## src/rtl/lsu_pkg.sv

```systemverilog
// Shared definitions for the load/store unit: word width, access size codes, FSM states
// and the misalignment rule.
package lsu_pkg;

    localparam int unsigned WordLen = 32;

    typedef enum logic [1:0] {
        SzB = 2'b00,
        SzH = 2'b01,
        SzW = 2'b10,
        SzR = 2'b11
    } lsu_size_e;

    typedef enum logic [2:0] {
        StIdle = 3'd0,
        StRd   = 3'd1,
        StData = 3'd2,
        StWr   = 3'd3,
        StErr  = 3'd4
    } lsu_state_e;

    function automatic logic is_misaligned(input lsu_size_e size, input logic [1:0] addr_lo);
        unique case (size)
            SzB:     return 1'b0;
            SzH:     return addr_lo[0];
            SzW:     return addr_lo != 2'b00;
            default: return 1'b1;
        endcase
    endfunction

endpackage

```

## src/rtl/lsu_align.sv

```systemverilog
// Lane logic for the load/store unit: extracts and extends sub-word loads, and merges
// sub-word store data into the word just read from memory.
module lsu_align import lsu_pkg::*; (
    input  logic [WordLen-1:0] rdata_i,
    input  logic [WordLen-1:0] store_data_i,
    input  logic [1:0]         addr_lo_i,
    input  lsu_size_e          size_i,
    input  logic               unsigned_i,
    output logic [WordLen-1:0] load_data_o,
    output logic [WordLen-1:0] merge_data_o
);

    logic [WordLen-1:0] shifted;
    logic [7:0]         ld_byte;
    logic [15:0]        ld_half;

    always_comb begin
        shifted = rdata_i >> {addr_lo_i, 3'b000};
        ld_byte = shifted[7:0];
        // Halfword lane ignores addr[0]; misaligned halves are trapped upstream if enabled.
        ld_half = addr_lo_i[1] ? rdata_i[31:16] : rdata_i[15:0];

        unique case (size_i)
            SzB:     load_data_o = {{24{~unsigned_i & ld_byte[7]}}, ld_byte};
            SzH:     load_data_o = {{16{~unsigned_i & ld_half[15]}}, ld_half};
            default: load_data_o = rdata_i;
        endcase
    end

    always_comb begin
        merge_data_o = rdata_i;
        unique case (size_i)
            SzB:     merge_data_o[{addr_lo_i, 3'b000} +: 8] = store_data_i[7:0];
            SzH:     merge_data_o[{addr_lo_i[1], 4'b0000} +: 16] = store_data_i[15:0];
            default: merge_data_o = store_data_i;
        endcase
    end

endmodule

```

## src/rtl/lsu.sv

```systemverilog
// Load/store unit: word-only memory port initiator with read-modify-write sub-word stores.
// Define LSU_MISALIGN_TRAP_EN to trap misaligned accesses through the ERR state.
module lsu import lsu_pkg::*; (
    input  logic               clk,
    input  logic               rst_n,
    input  logic               req_valid,
    output logic               req_ready,
    input  logic [WordLen-1:0] req_addr,
    input  logic               req_wen,
    input  logic [1:0]         req_size,
    input  logic               req_unsigned,
    input  logic [WordLen-1:0] req_wdata,
    output logic               rsp_valid,
    output logic [WordLen-1:0] rsp_rdata,
    output logic               rsp_err,
    output logic [WordLen-1:0] addr_d,
    output logic               wen,
    output logic [WordLen-1:0] wdata,
    input  logic [WordLen-1:0] rdata
);

    lsu_state_e         state_q;
    logic [WordLen-1:0] addr_q;
    logic               store_q;
    lsu_size_e          size_q;
    logic               unsigned_q;
    logic [WordLen-1:0] wdata_q;
    logic               rsp_valid_q;
    logic [WordLen-1:0] rsp_rdata_q;
    logic               rsp_err_q;

    logic [WordLen-1:0] load_data;
    logic [WordLen-1:0] merge_data;

    lsu_align u_align (
        .rdata_i      (rdata),
        .store_data_i (wdata_q),
        .addr_lo_i    (addr_q[1:0]),
        .size_i       (size_q),
        .unsigned_i   (unsigned_q),
        .load_data_o  (load_data),
        .merge_data_o (merge_data)
    );

    always_ff @(posedge clk or negedge rst_n) begin
        if (!rst_n) begin
            state_q     <= StIdle;
            addr_q      <= '0;
            store_q     <= 1'b0;
            size_q      <= SzB;
            unsigned_q  <= 1'b0;
            wdata_q     <= '0;
            rsp_valid_q <= 1'b0;
            rsp_rdata_q <= '0;
            rsp_err_q   <= 1'b0;
        end else begin
            rsp_valid_q <= 1'b0;
            rsp_err_q   <= 1'b0;
            unique case (state_q)
                StIdle: begin
                    if (req_valid) begin
                        addr_q     <= req_addr;
                        store_q    <= req_wen;
                        size_q     <= lsu_size_e'(req_size);
                        unsigned_q <= req_unsigned;
                        wdata_q    <= req_wdata;
`ifdef LSU_MISALIGN_TRAP_EN
                        if (is_misaligned(lsu_size_e'(req_size), req_addr[1:0])) begin
                            state_q <= StErr;
                        end else
`endif
                        if (req_wen && req_size[1]) begin
                            state_q <= StWr;
                        end else begin
                            state_q <= StRd;
                        end
                    end
                end
                StRd: state_q <= StData;
                StData: begin
                    rsp_valid_q <= 1'b1;
                    rsp_rdata_q <= store_q ? '0 : load_data;
                    state_q     <= StIdle;
                end
                StWr: begin
                    rsp_valid_q <= 1'b1;
                    rsp_rdata_q <= '0;
                    state_q     <= StIdle;
                end
`ifdef LSU_MISALIGN_TRAP_EN
                StErr: begin
                    rsp_valid_q <= 1'b1;
                    rsp_err_q   <= 1'b1;
                    rsp_rdata_q <= '0;
                    state_q     <= StIdle;
                end
`endif
                default: state_q <= StIdle;
            endcase
        end
    end

    // State resets asynchronously, so wen falls as soon as rst_n does.
    assign wen       = (state_q == StWr) || ((state_q == StData) && store_q);
    assign wdata     = (state_q == StWr) ? wdata_q : merge_data;
    assign addr_d    = {addr_q[WordLen-1:2], 2'b00};
    assign req_ready = (state_q == StIdle);
    assign rsp_valid = rsp_valid_q;
    assign rsp_rdata = rsp_rdata_q;
    assign rsp_err   = rsp_err_q;

endmodule

```

## config.mk

```make
export PLATFORM = sky130hd
export DESIGN_NAME = lsu
export DESIGN_NICKNAME = d
export VERILOG_FILES = /design/src/rtl/lsu_pkg.sv /design/src/rtl/lsu_align.sv /design/src/rtl/lsu.sv
export SDC_FILE = /design/constraint.sdc
export NUM_CORES = 1
export LEC_CHECK = 0
export BUFFER_PORTS_ARGS = -buffer_cell sky130_fd_sc_hd__buf_4
export CAP_MARGIN = 20
export CELL_PAD_IN_SITES_DETAIL_PLACEMENT = 2
export CELL_PAD_IN_SITES_GLOBAL_PLACEMENT = 2
export CORE_MARGIN = 8
export CORE_UTILIZATION = 25
export CTS_CLUSTER_DIAMETER = 80
export DETAILED_ROUTE_END_ITERATION = 8
export PLACE_DENSITY = 0.8
export SLEW_MARGIN = 20
export SYNTH_ARGS = -nofsm -noshare
export SYNTH_HDL_FRONTEND = slang
export SYNTH_HIERARCHICAL = 1
export SYNTH_SLANG_ARGS = --single-unit
export TNS_END_PERCENT = 50
```

## constraint.sdc

```tcl
create_clock -name clk -period 2.3 [get_ports clk]
set_clock_uncertainty 0.2 [all_clocks]
set_input_delay 0.23 -clock clk [delete_from_list [all_inputs] [get_ports clk]]
set_output_delay 0.23 -clock clk [all_outputs]
set_load 0.01 [all_outputs]
```

==> reports/qor.yml <==
setup_path:
  end_kind: "output port"
  reg2reg_depth: 7
  rr_endpoint: "rsp_rdata[12]$_DFFE_PN0P_"
  path_max_fanout: 8
  cp.required_ns: 1.87
  rr_startpoint: "addr_q[0]$_DFFE_PN0P_"
  start_kind: "flop"
  r2r_setup_slack_ns: 0.01
  cp.arrival_ns: 2.27
  critPathKind: "flop to output port"
routing:
  vias: 6185
  drc: 0
  totalWireLength_um: 30670
  via_per_inst: 5.112
  drt_first_pass_iters: 4
  wire_per_inst_um: 25.35
  drt_iter0_drc: 403
  drtAntennaViolNets: 0
synth:
  synth-edff-count: 0
  avgSynthCellArea_um2: 10.18
  postSynthCellCount: 633
  synthXorXnorAreaFrac: 0
  synth_top_family_by_area: "multiplexers"
  yosys_warnings: 6
  yosysUniqueCellTypes: 48
  ys_seq_area_frac: 0.4000
  synth_area_mm2: 0.006444
  synth-simple-area-share: 0.1140
  ys_seq_elements: 103
  synth_top_area_share: 0.4000
  async_reset_ff_frac: 1.000
  ys.flop_type: "dfrtp_1"
  synth_most_common_cell: "dfrtp_1"
  synth.largest_area_cell: "dfrtp_1"
  synth_area_leaders: "dfrtp_1, mux2_2, buf_4, nand2_1, mux2i_1"
  synth-compound-area-share: 0.1491
  synthMuxAreaShare: 0.2188
  synthAdderAreaFrac: 0.009709
  yosys-top-cells-count: "dfrtp_1, mux2_2, nand2_1"
floorplanning:
  io_pins: 203
  core-area_mm2: 0.02525
  initial_core_util: 0.2552
  num_rows: 58
  die_height_um: 176.5
  die_w_um: 176.5
  die-area_mm2: 0.03117
clock_tree:
  clock-root-buffer: "clkbuf_16"
  h-tree-depth: 3
  cts_num_sinks: 103
  clock_latency_ns: 0.35
  cts_tree: "built"
  cts_buffer_depth: 2
  cts_buffers: 9
  clk_pin_slew_worst_paths_ns: 0.08
global_routing:
  grt_max_degree: 66
  grt_first_pass_wirelength_um: 46780
  gr-total-overflow: 0
  grt_pass1_vias: 7255
  antenna_found_initial: 4
  grt.total_usage: 0.1951
status:
  status: "finished with violations"
  violations: "negative setup slack"
pwr:
  cellPowerDensity_mw_per_mm2: 1088
  ir_worst_vdd_uv: 404.6
  cellLeakagePower_nw: 4.309
layout:
  layout-drive-gt1-share: 0.4636
  nNetsFinal: 981
  postLayoutCellArea_mm2: 0.009623
  area_delta_synth_final_pct: 49.34
sta:
  fin_ws_ns: -0.4027
  fin_crit_sh: 1.175
  worst-slew-pin-transition_ns: 0.6102
  whs_ns: 0.1189
  finalSetupViolations: 32
  relSlewSlack: 0.5932
  grt_setup_unrepaired: "true"
  max_freq_mhz: 370.0
  min_period_ns: 2.703
  hold_violations: 0
  drv_slew: 0
hold_path:
  hp-start: "rdata[0]"
  hold_end: "rsp_rdata[0]$_DFFE_PN0P_"
  holdPathStages: 5
  hold_class: "primary input to flop"
placement:
  io_buffers: 199
  place_area_mm2: 0.008229
  hpwl_um: 20330
  routabilityCongestion: 0.8176
job:
  drv_cap: 0
cells in the final DEF, fill, tap and decap left out, types with 2 or more instances in the layout:
cell / instances
clkinvlp_4: 3
clkbuf_16: 9
a22o_1: 17
a21oi_1: 7
dlygate4sd3_1: 70
inv_1: 33
conb_1: 3
o22ai_1: 39
nand2_1: 71
nor2b_1: 10
buf_12: 6
dfrtp_2: 3
mux2_2: 61
mux2i_1: 23
buf_8: 2
mux2_1: 9
dfrtp_1: 99
o21ai_0: 19
nand4_1: 14
a31o_2: 7
nand3_1: 7
nor2_1: 12
diode_2: 2
o211ai_1: 8
a31oi_1: 2
inv_2: 2
and3b_1: 2
a221oi_1: 6
a221o_2: 15
nor4b_1: 6
inv_8: 2
buf_6: 29
buf_4: 208
o21ai_1: 4
mux2_4: 31
ha_4: 5
or2_2: 2
critical path, cell delays in order (launching register included):
cell,delay [ns]
dfrtp_2,0.47
inv_8,0.06
ha_4,0.31
nor4bb_4,0.06
a211o_4,0.38
a22o_1,0.23
mux2_4,0.29
buf_6,0.13
power breakdown:
| group | total (mW) | leakage (nW) | internal (mW) | switching (mW) |
|---|---|---|---|---|
| logic | 5.86 | 2.92 | 3.09 | 2.78 |
| registers | 3.05 | 1.26 | 2.38 | 0.669 |
| clock network | 1.57 | 0.130 | 0.778 | 0.788 |
| total | 10.5 | 4.31 | 6.24 | 4.23 |
layout make-up:
class	count	area, µm²
fillers	2687	15630
multi-input cells	408	3453
repair buffers	315	2739
flip-flops and latches	103	2585
well taps	330	412.9
clock buffers	11	242.7
inverters	36	142.6
clock inverters	5	42.54
diodes	2	5.005
flip-flops by register name, summed over array words and instances (netlist names):
register / cells
wdata_q: 32
state_q: 2
unsigned_q: 1
addr_q: 32
rsp_rdata: 32
rsp_valid: 1
size_q: 2
store_q: 1
layer usage:
metal,global-route usage,vias to the layer above,part of all wire
li1,-,2734,-
met1,0.2340,3184,0.40
met2,0.3400,226,0.52
met3,0.03397,41,0.056
met4,0.07881,0,0.030
met5,0,-,0
how the worst max path moves through the flow:
stage | from | to | slack (ns) | cells after the start
2_1_floorplan | addr_q[1]$_DFFE_PN0P_ | wdata[24] | -0.02 | 9
3_3_place_gp | addr_q[0]$_DFFE_PN0P_ | wdata[15] | -0.21 | 7
3_5_place_dp | addr_q[0]$_DFFE_PN0P_ | wdata[14] | -0.28 | 7
4_1_cts | addr_q[1]$_DFFE_PN0P_ | wdata[7] | -0.39 | 7
5_1_grt | addr_q[1]$_DFFE_PN0P_ | wdata[7] | -0.45 | 7
6_report | addr_q[1]$_DFFE_PN0P_ | wdata[7] | -0.40 | 7
cell families after synthesis:
kind of cell,after synthesis
AND/OR/NAND/NOR,142
AO/OA/AOI/OAI,131
multiplexers,127
buffers and inverters,124
flip-flops,103
adder cells (fa/ha/maj),5
other,1
per-stage QoR:
stage	utilization	power [mW]	setup TNS, ns	worst slack [ns]	std cells
6_report	0.3810	10.47	-10.68	-0.4027	1210
5_1_grt	0.3809	11.07	-12.70	-0.4537	1209
4_1_cts	0.3752	10.18	-9.553	-0.3863	1205
3_5_place_dp	0.3259	8.090	-2.711	-0.2780	1114
3_3_place_gp	0.3259	7.895	-1.663	-0.2073	1114
2_1_floorplan	-	5.953	-0.5233	-0.02479	635
what timing repair did:
| action | 4_1_cts | 5_1_grt |
|---|---|---|
| endpoints found under the setup margin | 32 | 46 |
| hold endpoints to repair | 99 | 0 |
| setup buffers | 5 | 3 |
| gates resized for setup | 59 | 29 |
| pin swaps | 20 | 15 |
| hold buffers | 70 | 0 |
Note: power is estimated with default switching activity, not from simulation.
